<file path="config.mk">
export PLATFORM = sky130hd
export DESIGN_NAME = drum_spi_event_queue
export DESIGN_NICKNAME = d
export VERILOG_FILES = /design/src/rtl/drum_spi_event_queue.sv
export SDC_FILE = /design/constraint.sdc
export NUM_CORES = 1
export LEC_CHECK = 0
export CORE_ASPECT_RATIO = 0.8
export CORE_MARGIN = 2
export CORE_UTILIZATION = 60
export CTS_CLUSTER_DIAMETER = 30
export DETAILED_ROUTE_END_ITERATION = 8
export PLACE_DENSITY = 0.8
export RECOVER_POWER = 25
export SLEW_MARGIN = 20
export SYNTH_ARGS = -nofsm -noshare
export SYNTH_HDL_FRONTEND = slang
export SYNTH_SLANG_ARGS = --single-unit
</file>
<file path="constraint.sdc">
create_clock -name clk -period 2.76 [get_ports clk]
set_input_delay 0.69 -clock clk [delete_from_list [all_inputs] [get_ports clk]]
set_output_delay 0.69 -clock clk [all_outputs]
set_load 0.03 [all_outputs]
</file>
<file path="src/rtl/drum_spi_event_queue.sv">
// drum_spi_event_queue: FIFO of drum trigger events serialised to the MCU as SPI mode-0 frames.
// Define DRUM_SPI_TIMESTAMP_EN to capture a 16-bit timestamp per event and extend frames to 32 bits.
module drum_spi_event_queue #(
    parameter int FIFO_DEPTH  = 8,
    parameter int CODE_W      = 4,
    parameter int SYNC_STAGES = 2
) (
    input  logic                        clk,
    input  logic                        reset,
    input  logic                        sck,
    input  logic                        sdi,
    output logic                        sdo,
    input  logic                        load,
    output logic                        done,
    input  logic                        drum_trigger_valid,
    input  logic [CODE_W-1:0]           drum_code,
    input  logic [7:0]                  drum_velocity,
    output logic                        command_sent,
    output logic [$clog2(FIFO_DEPTH):0] fifo_count,
    output logic                        overflow
);
    localparam int AW = $clog2(FIFO_DEPTH);
    localparam int CW = AW + 1;
`ifdef DRUM_SPI_TIMESTAMP_EN
    localparam int FRAME_BITS = 32;
    localparam int ENTRY_W    = CODE_W + 24;
    logic [15:0] ts;
    logic [ENTRY_W-1:0] push_entry;
    always_ff @(posedge clk) ts <= reset ? 16'd0 : ts + 16'd1;
    assign push_entry = {drum_code, drum_velocity, ts};
`else
    localparam int FRAME_BITS = 16;
    localparam int ENTRY_W    = CODE_W + 8;
    logic [ENTRY_W-1:0] push_entry;
    assign push_entry = {drum_code, drum_velocity};
`endif
    localparam int BW = $clog2(FRAME_BITS) + 1;

    typedef enum logic [1:0] {EMPTY, PRELOAD, READY, POP} state_t;
    state_t state;

    logic [ENTRY_W-1:0]    mem [FIFO_DEPTH];
    logic [AW-1:0]         wr_ptr, rd_ptr;
    logic [FRAME_BITS-1:0] shift_reg;
    logic [BW-1:0]         bitcnt;
    logic                  ovf_pending;
    logic [SYNC_STAGES-1:0] sck_s, load_s;
    logic                  sck_d, load_d;
    logic                  unused_sdi;

    assign unused_sdi = sdi;

    logic sck_fall, load_rise, pop, full, push_ok, drop;
    logic [CW-1:0] count_nxt;
    logic [ENTRY_W-1:0] head;
    logic [FRAME_BITS-1:0] frame;

    assign sck_fall  = sck_d & ~sck_s[SYNC_STAGES-1];
    assign load_rise = load_s[SYNC_STAGES-1] & ~load_d;
    assign pop       = state == POP;
    assign full      = fifo_count == CW'(FIFO_DEPTH);
    assign push_ok   = drum_trigger_valid & (~full | pop);
    assign drop      = drum_trigger_valid & full & ~pop;
    assign count_nxt = fifo_count + CW'(push_ok) - CW'(pop);
    assign head      = mem[rd_ptr];
    // Code is zero-extended to 7 bits so the pending-drop flag lands in the frame MSB.
    assign frame     = {ovf_pending, 7'(head[ENTRY_W-1 -: CODE_W]), head[ENTRY_W-CODE_W-1:0]};
    assign sdo       = (state == READY) & shift_reg[FRAME_BITS-1];

    always_ff @(posedge clk) begin
        if (reset) begin
            sck_s  <= '0;
            load_s <= '0;
            sck_d  <= 1'b0;
            load_d <= 1'b0;
        end else begin
            sck_s  <= {sck_s[SYNC_STAGES-2:0], sck};
            load_s <= {load_s[SYNC_STAGES-2:0], load};
            sck_d  <= sck_s[SYNC_STAGES-1];
            load_d <= load_s[SYNC_STAGES-1];
        end
    end

    always_ff @(posedge clk) begin
        if (reset) begin
            state        <= EMPTY;
            done         <= 1'b0;
            command_sent <= 1'b0;
            fifo_count   <= '0;
            overflow     <= 1'b0;
            ovf_pending  <= 1'b0;
            wr_ptr       <= '0;
            rd_ptr       <= '0;
            shift_reg    <= '0;
            bitcnt       <= '0;
            for (int i = 0; i < FIFO_DEPTH; i++) mem[i] <= '0;
        end else begin
            fifo_count   <= count_nxt;
            command_sent <= 1'b0;
            ovf_pending  <= drop | (ovf_pending & (state != PRELOAD));
            if (drop) overflow <= 1'b1;
            if (push_ok) begin
                mem[wr_ptr] <= push_entry;
                wr_ptr      <= wr_ptr + AW'(1);
            end
            case (state)
                EMPTY: if (fifo_count != '0) state <= PRELOAD;
                PRELOAD: begin
                    shift_reg <= frame;
                    bitcnt    <= '0;
                    done      <= 1'b1;
                    state     <= READY;
                end
                READY: begin
                    if (load_rise) begin
                        done  <= 1'b0;
                        state <= POP;
                    end else if (sck_fall && bitcnt < BW'(FRAME_BITS)) begin
                        shift_reg <= {shift_reg[FRAME_BITS-2:0], 1'b0};
                        bitcnt    <= bitcnt + BW'(1);
                    end
                end
                POP: begin
                    rd_ptr       <= rd_ptr + AW'(1);
                    command_sent <= 1'b1;
                    state        <= (count_nxt != '0) ? PRELOAD : EMPTY;
                end
                default: state <= EMPTY;
            endcase
        end
    end
endmodule
</file>
After elaboration in Yosys (flattened, before gate mapping):

Memories as Yosys holds them, arrays and structs flattened. A register that Yosys moved wholly into a read port is not among the register bits.
Cells that the tools add are included.

* logic and storage cells: 75
* memories kept: 1
* memory bits (writable): 96
* output and inout bits: 8
* input bits: 18
* register bits: 43

* bitwise gates (word level): 13
* reduce and logical (&&, ||, !) cells: 9
* $add $sub $neg: 5
* order comparisons: 1
* muxes and demuxes: 23
* equality and inequality tests: 9

Memory list
* mem: depth 8, width 12, read ports 1, clocked after memory_dff 1, write ports 8, line 42 `logic [ENTRY_W-1:0] mem [FIFO_DEPTH];`

Operators by type and width (number)
* $mux W16: 2
* $pmux W16 S2: 1
* $mux W12: 1
* $reduce_or A12 Y1: 1
* $mux W5: 2
* $pmux W5 S2: 1
* $mux W1: 9
* $mux W3: 3
* $pmux W2 S4: 1
* $reduce_bool A4 Y1: 2
* $and A1 B1 Y1: 7
* $add A3 B1 Y3 const B: 2
* $ne A2 B2 Y1 const B: 3
* $add A5 B1 Y5 const B: 1
* $lt A5 B5 Y1 const B: 1
* $add A4 B1 Y4: 1
* $eq A2 B2 Y1 const B: 2
* $eq A4 B4 Y1 const B: 1
* $mux W2: 2
* $ne A2 B1 Y1 const B: 2
* $not A1 Y1: 4
* $reduce_and A2 Y1: 2
* $sub A4 B1 Y4: 1
* $reduce_and A3 Y1: 1
* 6 further kinds: 7

Logic depth before layout (Yosys ltp):

Gate-level depths: netlist of the first run.

* word-level depth: 9
* mapped depth: 11
* depth with buffers taken out: 11

Least setup slack after synthesis of the first run:

No wires, ideal clock.

* path kind: reg-to-reg
* start: reg fifo_count[2]
* end: reg state[0]
* setup time: 0.129 ns
* slack: 0.370 ns
* arrival time: 2.261 ns
* data required time: 2.631 ns
* stages on the path, launching flop included: 12
* path buffers: 0
* clock period less this slack: 2.390 ns
* cells stage by stage: dfxtp_1 > inv_1 > ha_1 > and2_1 > o21ai_0 > ha_1 > inv_1 > fa_1 > nor3b_1 > nand2_1 > mux2i_1 > o22ai_1

* word-level cells in the longest chain between the ends: 9
* elaborated cells between the ends (all ways): 12
* those cells by class: add/sub (2); eq/ne (2); mux (2); bitwise (3); reduce/logical (3)

Ends and longest elaborated chain
* start: declaration: line 19 `output logic [$clog2(FIFO_DEPTH):0] fifo_count,`
* start signal: assignment: line 98 `fifo_count <= count_nxt;`
* $eq A4 B4 Y1: line 61 `assign full = fifo_count == CW'(FIFO_DEPTH);`
* $not A1 Y1: line 62 `assign push_ok = drum_trigger_valid & (~full | pop);`
* $or A1 B1 Y1: line 62
* $and A1 B1 Y1: line 62
* $add A4 B1 Y4: line 64 `assign count_nxt = fifo_count + CW'(push_ok) - CW'(pop);`
* $sub A4 B1 Y4: line 64
* $reduce_bool A4 Y1: line 126 `state <= (count_nxt != '0) ? PRELOAD : EMPTY;`
* $mux W1: line 126
* $pmux W2 S4: line 106 `case (state)`
* end signal: assignment: line 126
* end: declaration: line 40 `state_t state;`

Several ways; a longest one is shown, not always the timed one.
A chain may end at the register's enable or synchronous reset.

==> reports/metrics.sh, run 1 <==
CAP_VIOL_MAX_COUNT=0
SYNTH_AREA_PER_CELL_SQ_UM=13.9
PLACEMENT_ROW_COUNT=33
WORST_EP_REQUIRED_TIME_NS=2.93
TRITONCTS_CLOCK_TREE='built'
ARRIVAL_TIME_AT_THE_WORST_ENDPOINT_NS=2.65
POSTROUTEANTENNANETS=0
MAXIMUM_NUMBER_OF_PINS_ON_ONE_NET_BEFORE_GLOBAL_ROUTE_REPAIR=23
IO-PIN-COUNT=26
DETAIL_ROUTE.ITER0.VIOLATIONS=294
FINAL_CORE_UTIL_PCT=71.5
SLEW_HEADROOM_PCT=44.9
SETUP_VIOL_COUNT_FINAL=0
YOSYS_REGISTER_BITS=142
DR_TOTAL_VIAS=3699
NETLIST-CELL-TYPE-COUNT=49
HIGHEST_COUNT_CELLS_IN_THE_LAYOUT_IGNORING_FILL_AND_TAPS='edfxtp_1, and2_1, dfxtp_1, nor2_1, mux4_2'
ROUTE.DETAILED.VIAS_PER_INST=5.78
NUMBER_OF_ENABLE_TYPE_REGISTER_CELLS_IN_THE_SYNTHESIZED_NETLIST=96
SETUP.WORST_PATH.START_CLASS='flip-flop'
DRCVIOLATIONCOUNT=0
LATER_PIN_CLOCK_LATENCY_IN_THE_SKEW_REPORT_NS=0.41
WORST_PATH_LARGEST_CELL_DELAY_NS=0.70
SYNTH_SEQ_AREA_SHARE_PCT=60.7
POST_SYN_AREA_SQ_MM=0.00626
NUMPORTBUFFERS=24
CORE_REGION_AREA_SQ_MM=0.0102
FLOORPLAN.INITIALDENSITY_PCT=61.4
NUMBER_OF_CELLS_IN_THE_DESIGN_AFTER_PLACEMENT=608
GPL.FINAL_WEIGHTED_CONGESTION=0.828
FIN_NETS=518
CRITICAL_PATH.TOP_DELAY_FAMILY='simple AND/OR/NAND/NOR gates'
ENDPOINT_KIND='flip-flop'
ANTENNA_FOUND_INITIAL=0
VDD_DROP_MAX_V=0.000536
SYNTH_ASYNC_SR_FLOP_SHARE_PCT=0
CTS_BUFFER_DEPTH=2
ROUTED_WIRELENGTH_NORMALIZED_BY_INSTANCE_COUNT_UM=20.1
STATUS='finished, final reports clean'
HTREE_LEVELS=4
WORST-R2R-SETUP-SLACK_NS=0.27
DETAIL_ROUTE.FIRST_PASS.ITERATIONS=5
HPWLAFTERDP_UM=8150
FINAL.FILL_COUNT=671
FINAL_SETUP_SKEW_NS=0.00584
TOTAL_POWER_mW=6.13
CTS_ROOT_BUFFER='clkbuf_16'
FINAL_CELL_AREA_SQ_MM=0.00729
GLOBAL_ROUTE.OVERFLOW_TOTAL=0
CRITICAL_PATH_BUF_INV_COUNT=1
MAX_FREQ_MHz=402
COMMONEST_NON_FILL_NON_TAP_CELL_IN_THE_LAYOUT='edfxtp_1'
DIE_H_UM=95.4
HOLD_VIOL=0
CRIT_TYPE='flip-flop to flip-flop'
SYN-NUM-NETS=482
SLOWEST_STAGE='or4b_1'
ANTENNADIODECOUNT=0
PERIOD_SHARE_PCT=90.1
WORST_HOLD_PATH_TYPE='flip-flop to flip-flop'
DIE_X_UM=118
WORST_PATH_CELL_TRACE='ha_1 -> or4b_1 -> nand3_2 -> nor4_1 -> clkbuf_1 -> and2_1'
CLKSLEWWORSTSETUPHOLDPATHS_NS=0.06
DRIVE_GT1_SHARE_PCT=17.4
GRT_SETUP_UNREPAIRED='false'
PLACEMENT.CELL_AREA_SQ_MM=0.00668
TOTAL_LEAKAGE_POWER_nW=2.73
GRT_PASS1_WL_UM=20200
YOSYS_MOST_USED_DFF='edfxtp_1'
TRITONCTS.NUM_BUFFERS=17
VIA_COUNT_OF_THE_FIRST_GLOBAL_ROUTING_PASS=3840
MAX_FFS_PER_REGISTER=96
MAXSLEWVIOLCOUNT=0
TIMING.CRITICAL_PATH.FANOUT_MAX=12
DESIGN.DIE.AREA_SQ_MM=0.0113
SYN_INST=451
SYNTH.YOSYS.WARNINGS=0
POST-ROUTE-MIN-PERIOD_NS=2.49
FINAL-INSTANCE-COUNT-EXCL-FILL=640
AREA_GROWTH_SYN_TO_LAYOUT_PCT=16.4
POST-CTS-SETUP-BUFFERS=0
WORST-SLEW-PIN-TRANSITION_NS=0.822
POWER.DENSITY_mW_PER_MM2=840
GRT.TOTAL_USAGE_PCT=24.7
ROUTED_WL_UM=12900
NUMCLOCKSINKS=142
-- Yosys cell counts (2+ instances only) --
cell,number,share of area (%)
a21o_1,3,0.36
a21oi_1,11,0.88
a221o_1,9,1.4
a22o_1,10,1.4
a22oi_1,4,0.48
and2_1,98,9.8
buf_2,8,0.64
buf_6,4,0.72
clkbuf_1,9,0.54
dfxtp_1,46,15
edfxtp_1,96,46
ha_1,12,2.4
inv_1,9,0.54
mux2_2,3,0.54
mux2i_1,5,0.80
mux4_2,24,8.6
nand2_1,8,0.48
nand2b_1,6,0.60
nand3_1,3,0.24
nand3b_1,3,0.36
nor2_1,24,1.4
nor2b_1,11,1.1
nor3_2,3,0.48
o211ai_1,2,0.24
o21ai_0,3,0.24
or2_2,9,0.90
or3_1,2,0.20
xnor2_1,2,0.28
xor2_1,4,0.56
-- worst paths after layout --
check	start	end	depth (start not counted)
worst max-delay path	state[0]$_SDFFE_PP0P_	mem[4][6]$_SDFFCE_PN0P_	6
worst min-delay path	load_s[0]$_SDFF_PP0_	load_s[1]$_SDFF_PP0_	1
worst max register to register	state[0]$_SDFFE_PP0P_	mem[4][6]$_SDFFCE_PN0P_	6
worst min register to register	load_s[0]$_SDFF_PP0_	load_s[1]$_SDFF_PP0_	1
-- power breakdown --
part | total, mW | switching (mW) | internal [mW]
clock network | 2.34 | 0.849 | 1.49
logic | 1.19 | 0.662 | 0.529
registers | 2.60 | 0.114 | 2.49
total | 6.13 | 1.63 | 4.50
-- repair_timing --
item | CTS | global route
setup endpoints to repair | 1 | 1
hold buffers | 0 | 0
gates resized for setup | 1 | 1
-- worst register-to-register path, delay by kind of cell (launching register included) --
kind / cells / cell delay, ns
AND/OR/NAND/NOR: 4 / 1.21
flip-flops: 1 / 0.34
buffers and inverters: 1 / 0.35
adder cells (fa/ha/maj): 1 / 0.34
-- layer usage --
metal  part of all wire (%)  GRT usage (%)  vias to the layer above
li1                       -              -                     1718
met1                     40           31.4                     1852
met2                     51           41.2                      118
met3                    8.5           6.16                       11
met4                   0.99           10.2                        0
met5                      0              0                        -
-- cell type report --
type,instances,area (sq um),area share [%]
Clock buffer,26,596,8.17
Clock inverter,6,37.5,0.515
Inverter,9,33.8,0.463
Multi-Input combinational cell,276,2290,31.4
Sequential cell,142,3800,52.2
Tap cell,140,175,2.40
Timing Repair Buffer,41,357,4.89
-- per-stage QoR --
step                setup slack [ns]  setup TNS [ns]  hold WS, ns
floorplan                      0.370               0        0.414
global placement              0.0509               0        0.431
detailed placement           -0.0213         -0.0213        0.424
CTS                           0.0151               0        0.447
global route                   0.113               0        0.455
finish                         0.273               0        0.442
-- logic make-up after synthesis --
kind of cell | Yosys count | share of synthesized area, %
AND/OR/NAND/NOR | 178 | 17.4
buffers and inverters | 33 | 2.70
multiplexers | 32 | 9.97
AO/OA/AOI/OAI | 47 | 5.67
XOR/XNOR | 6 | 0.839
adder cells (fa/ha/maj) | 13 | 2.72
flip-flops | 142 | 60.7
No activity file was read; power rests on OpenSTA's default activity.
==> inputs of run 2 (changes only) <==
CAP_MARGIN = 20   (was default)
CORE_UTILIZATION = 62   (was 60)
CTS_BUF_LIST = sky130_fd_sc_hd__clkbuf_8   (was default)
CTS_CLUSTER_SIZE = 28   (was default)
PLACE_DENSITY = 0.82   (was 0.8)
==> reports/metrics.sh, run 2 (synthesized netlist as in run 1, its figures left out) <==
STATUS='finished, final reports clean'
WORST_EP_REQUIRED_TIME_NS=2.07
PERIOD_SHARE_PCT=93.9
POWER.DENSITY_mW_PER_MM2=775
HPWLAFTERDP_UM=8130
FIN_NETS=519
POST-ROUTE-MIN-PERIOD_NS=2.59
MAX_FREQ_MHz=386
REG2REG_DEPTH=10
SLEW_HEADROOM_PCT=42.9
PLACEMENT_ROW_COUNT=32
WORST_PATH_LARGEST_CELL_DELAY_NS=0.59
ANTENNADIODECOUNT=0
AREA_GROWTH_SYN_TO_LAYOUT_PCT=12.0
HOLD_PATH_END='load_s[1]$_SDFF_PP0_'
HOLD_PATH_DEPTH=1
DPL_WORST_SLACK_NS=-0.0591
SETUP_VIOL_COUNT_FINAL=0
GRT_SETUP_UNREPAIRED='false'
CTS_REPAIR_RESIZE_COUNT=0
COMMONEST_NON_FILL_NON_TAP_CELL_IN_THE_LAYOUT='edfxtp_1'
POSTROUTEANTENNANETS=0
ROUTED_WL_UM=12600
CRIT_TYPE='flip-flop to primary output'
TRITONCTS.NUM_BUFFERS=17
REG2REG_TO='state[0]$_SDFFE_PP0P_'
ANTENNA_FOUND_INITIAL=0
CRITICAL_PATH.TOP_DELAY_FAMILY='buffers and inverters'
CAP_VIOL_MAX_COUNT=0
LATER_PIN_CLOCK_LATENCY_IN_THE_SKEW_REPORT_NS=0.44
FINAL_CORE_UTIL_PCT=72.1
FLOORPLAN.INITIALDENSITY_PCT=64.4
GRT.TOTAL_USAGE_PCT=25.6
TRITONCTS_CLOCK_TREE='built'
CORE_REGION_AREA_SQ_MM=0.00973
CRITICAL_PATH_BUF_INV_COUNT=2
MAXIMUM_NUMBER_OF_PINS_ON_ONE_NET_BEFORE_GLOBAL_ROUTE_REPAIR=23
FINAL_CELL_AREA_SQ_MM=0.00702
FIN_WS_NS=0.170
ROUTE.DETAILED.VIAS_PER_INST=5.78
MAXSLEWVIOLCOUNT=0
HIGHEST_COUNT_CELLS_IN_THE_LAYOUT_IGNORING_FILL_AND_TAPS='edfxtp_1, and2_1, dfxtp_1, nor2_1, mux4_2'
HOLD_VIOL=0
DR_TOTAL_VIAS=3681
CTS_ROOT_BUFFER='clkbuf_8'
HOLD_BUFFERS=0
ENDPOINT_KIND='primary output'
PLACEMENT.CELL_AREA_SQ_MM=0.00667
ROUTED_WIRELENGTH_NORMALIZED_BY_INSTANCE_COUNT_UM=19.8
HTREE_LEVELS=4
GRT_PASS1_WL_UM=19700
WORST-R2R-SETUP-SLACK_NS=0.27
DETAIL_ROUTE.ITER0.VIOLATIONS=278
WORST-SLEW-PIN-TRANSITION_NS=0.857
IO-PIN-COUNT=26
HP-START='load_s[0]$_SDFF_PP0_'
NUMCLOCKSINKS=142
TOTAL_LEAKAGE_POWER_nW=2.59
CTS_BUFFER_DEPTH=2
DIE_H_UM=93.9
SLOWEST_STAGE='clkdlybuf4s50_1'
NUMPORTBUFFERS=24
TOTAL_POWER_mW=5.44
POST-CTS-SETUP-BUFFERS=0
FINAL_SETUP_SKEW_NS=0.0113
DRCVIOLATIONCOUNT=0
TIMING.CRITICAL_PATH.FANOUT_MAX=4
SETUP.WORST_PATH.START_CLASS='flip-flop'
VDD_DROP_MAX_V=0.000437
DESIGN.DIE.AREA_SQ_MM=0.0109
WORST_HOLD_PATH_TYPE='flip-flop to flip-flop'
VIA_COUNT_OF_THE_FIRST_GLOBAL_ROUTING_PASS=3714
CLKSLEWWORSTSETUPHOLDPATHS_NS=0.08
MAX_FFS_PER_REGISTER=96
GLOBAL_ROUTE.OVERFLOW_TOTAL=0
GPL.FINAL_WEIGHTED_CONGESTION=0.814
DRIVE_GT1_SHARE_PCT=15.8
DETAIL_ROUTE.FIRST_PASS.ITERATIONS=5
WORST_PATH_CELL_TRACE='inv_1 -> ha_1 -> and2_1 -> clkdlybuf4s50_1'
CRIT-REG2REG-LAUNCH='state[1]$_SDFFE_PP0P_'
ARRIVAL_TIME_AT_THE_WORST_ENDPOINT_NS=1.90
DIE_X_UM=116
run 2: cell type report:
type / count / area (sq um)
timing repair buffer: 42 / 350
inverter: 9 / 33.8
tap: 136 / 170
fill: 672 / 2710
multi-input combinational: 276 / 2270
sequential: 142 / 3800
clock inverter: 15 / 155
clock buffer: 17 / 234
run 2: metal layers:
layer / track usage [%] / vias up / wire length, um
met3: 5.74 / 19 / 929
li1: - / 1714 / -
met1: 35.1 / 1829 / 5340
met2: 40.1 / 119 / 6110
met4: 10.2 / 0 / 223
met5: 0 / - / 0
run 2: worst max path at each step:
stage | from | to | slack [ns] | depth (start not counted)
4_1_cts | state[0]$_SDFFE_PP0P_ | sdo | 0.14 | 4
5_1_grt | state[0]$_SDFFE_PP0P_ | sdo | 0.07 | 4
2_1_floorplan | fifo_count[2]$_SDFF_PP0_ | state[0]$_SDFFE_PP0P_ | 0.37 | 11
3_5_place_dp | drum_trigger_valid | state[0]$_SDFFE_PP0P_ | -0.06 | 10
3_3_place_gp | drum_trigger_valid | state[0]$_SDFFE_PP0P_ | -0.01 | 10
6_report | state[0]$_SDFFE_PP0P_ | sdo | 0.17 | 4
run 2: worst reg2reg max path, stage by stage (launching register included):
cell and delay [ns]:
dfxtp_1 0.42, ha_1 0.38, nand2b_1 0.13, o21ai_0 0.10, ha_1 0.19, inv_1 0.05
fa_1 0.38, xor2_1 0.27, nand4b_1 0.14, mux2i_1 0.18, o22ai_1 0.10
run 2: stage by stage:
step | setup TNS [ns] | hold WS (ns) | instances
2_1_floorplan | 0 | 0.414 | 451
3_3_place_gp | -0.00967 | 0.420 | 605
3_5_place_dp | -0.0591 | 0.437 | 605
4_1_cts | 0 | 0.453 | 637
5_1_grt | 0 | 0.469 | 637
6_report | 0 | 0.448 | 637
run 2: power breakdown:
| part | total, mW | leakage [nW] | switching [mW] | internal (mW) |
|---|---|---|---|---|
| registers | 2.59 | 1.37 | 0.112 | 2.48 |
| clock network | 1.63 | 0.198 | 0.755 | 0.872 |
| logic | 1.22 | 1.02 | 0.680 | 0.538 |
==> inputs of run 3 (changes only) <==
--- a/constraint.sdc
+++ b/constraint.sdc
@@ -3,2 +3,2 @@
 set_output_delay 0.69 -clock clk [all_outputs]
-set_load 0.03 [all_outputs]
+set_load 0.1 [all_outputs]
==> reports/metrics.sh, run 3 (synthesized netlist as in run 1, its figures left out) <==
DRIVE_GT1_SHARE_PCT=18.0
SETUP.WORST_PATH.START_CLASS='flip-flop'
DETAIL_ROUTE.WIRELENGTH.MET1_UM=5480
GPL.FINAL_WEIGHTED_CONGESTION=0.822
IO-PIN-COUNT=26
HIGHEST_COUNT_CELLS_IN_THE_LAYOUT_IGNORING_FILL_AND_TAPS='edfxtp_1, and2_1, dfxtp_1, nor2_1, mux4_2'
NUMPORTBUFFERS=24
VDD_DROP_MAX_V=0.000574
AREA_GROWTH_SYN_TO_LAYOUT_PCT=12.3
POSTROUTEANTENNANETS=0
ANTENNADIODECOUNT=0
WORST_HOLD_PATH_TYPE='flip-flop to flip-flop'
GRT_PASS1_WL_UM=20400
VIA_COUNT_OF_THE_FIRST_GLOBAL_ROUTING_PASS=3807
TIMING.SETUP.TNS_NS=0
TIMING.CRITICAL_PATH.FANOUT_MAX=11
FLOORPLAN.INITIALDENSITY_PCT=64.4
MAX_FFS_PER_REGISTER=96
WORST-SLEW-PIN-TRANSITION_NS=1.17
FIN_NETS=518
WORST_PATH_CELL_TRACE='inv_1 -> ha_1 -> and2_1 -> buf_12'
MAXIMUM_NUMBER_OF_PINS_ON_ONE_NET_BEFORE_GLOBAL_ROUTE_REPAIR=23
NUMBER_OF_CELLS_IN_THE_DESIGN_AFTER_PLACEMENT=604
ROUTE.MET3.WL_UM=875
ROUTED_WIRELENGTH_NORMALIZED_BY_INSTANCE_COUNT_UM=19.8
HIGHEST_LAYER='met4'
CLKSLEWWORSTSETUPHOLDPATHS_NS=0.08
CAP_VIOL_MAX_COUNT=0
CTS_ROOT_BUFFER='clkbuf_8'
TOTAL_LEAKAGE_POWER_nW=2.59
FIN_WORST_HOLD_SLACK_NS=0.445
NUMCLOCKSINKS=142
FINAL.FILL_COUNT=658
GRT.TOTAL_USAGE_PCT=26.3
DIE_X_UM=116
FINAL-INSTANCE-COUNT-EXCL-FILL=636
DIE_H_UM=93.9
PERIOD_SHARE_PCT=91.3
LATER_PIN_CLOCK_LATENCY_IN_THE_SKEW_REPORT_NS=0.46
CRITICAL_PATH_BUF_INV_COUNT=2
HOLD_VIOL=0
CRIT_TYPE='flip-flop to primary output'
DR_TOTAL_VIAS=3701
POST-ROUTE-MIN-PERIOD_NS=2.52
CRITICAL_PATH.TOP_DELAY_FAMILY='adder cells'
CTS_BUFFER_DEPTH=2
TRITONCTS_CLOCK_TREE='built'
WORST_EP_REQUIRED_TIME_NS=2.07
MAX_FREQ_MHz=397
ROUTED_WL_UM=12600
SLOWEST_STAGE='ha_1'
PLACEMENT_ROW_COUNT=32
ANTENNA_FOUND_INITIAL=0
GLOBAL_ROUTE.OVERFLOW_TOTAL=0
MET2_WIRELENGTH_UM=5940
COMMONEST_NON_FILL_NON_TAP_CELL_IN_THE_LAYOUT='edfxtp_1'
DETAIL_ROUTE.ITER0.VIOLATIONS=337
ROUTE.DETAILED.VIAS_PER_INST=5.82
MAXSLEWVIOLCOUNT=0
SLEW_HEADROOM_PCT=22.4
DETAIL_ROUTE.FIRST_PASS.ITERATIONS=5
ARRIVAL_TIME_AT_THE_WORST_ENDPOINT_NS=1.83
POWER.DENSITY_mW_PER_MM2=805
HPWLAFTERDP_UM=8140
SETUP_VIOL_COUNT_FINAL=0
GRT_SETUP_UNREPAIRED='false'
FINAL_SETUP_SKEW_NS=0.0114
WORST_PATH_LARGEST_CELL_DELAY_NS=0.42
ENDPOINT_KIND='primary output'
DESIGN.DIE.AREA_SQ_MM=0.0109
DRCVIOLATIONCOUNT=0
HTREE_LEVELS=4
TOTAL_POWER_mW=5.66
CORE_REGION_AREA_SQ_MM=0.00973
TRITONCTS.NUM_BUFFERS=17
STATUS='finished, final reports clean'
HOLD_BUFFERS=0
-- run 3: final cells by class --
cell class | count | area (sq um) | area share [%]
inverter | 9 | 33.8 | 0.480
clock inverter | 13 | 148 | 2.10
multi-input combinational | 276 | 2300 | 32.7
clock buffer | 19 | 262 | 3.72
timing repair buffer | 41 | 312 | 4.43
tap | 136 | 170 | 2.42
sequential | 142 | 3810 | 54.1
-- run 3: worst paths after layout --
path / from / end / slack [ns] / cells after the start
worst max-delay path: state[0]$_SDFFE_PP0P_ / sdo / 0.24 / 4
worst max register to register: state[0]$_SDFFE_PP0P_ / shift_reg[1]$_SDFFE_PP0P_ / 0.33 / 6
worst min-delay path: sck_s[0]$_SDFF_PP0_ / sck_s[1]$_SDFF_PP0_ / 0.44 / 1
worst min register to register: sck_s[0]$_SDFF_PP0_ / sck_s[1]$_SDFF_PP0_ / 0.44 / 1
-- run 3: metrics by stage --
stage               worst slack (ns)  instance area (sq um)  util [%]
floorplan                     0.0512                   6270         -
global placement            -0.00880                   6660      68.5
detailed placement            -0.143                   6660      68.5
CTS                            0.212                   7070      72.7
global route                  0.0651                   7030      72.3
finish                         0.239                   7030      72.3
-- run 3: per-layer routing --
| metal | vias to the layer above | track usage (%) |
|---|---|---|
| li1 | 1706 | - |
| met1 | 1852 | 37.0 |
| met2 | 114 | 39.8 |
| met3 | 29 | 6.39 |
| met4 | 0 | 10.5 |
| met5 | - | 0 |
-- run 3: what timing repair did --
action	CTS	global route
resized for setup	0	2
setup buffers	0	0
setup endpoints to repair	0	1
-- run 3: power by group --
group / switching (mW) / internal [mW] / total, mW / leakage, nW
clock network: 0.769 / 0.930 / 1.70 / 0.220
logic: 0.844 / 0.516 / 1.36 / 1.00
registers: 0.115 / 2.48 / 2.60 / 1.37
total: 1.73 / 3.93 / 5.66 / 2.59
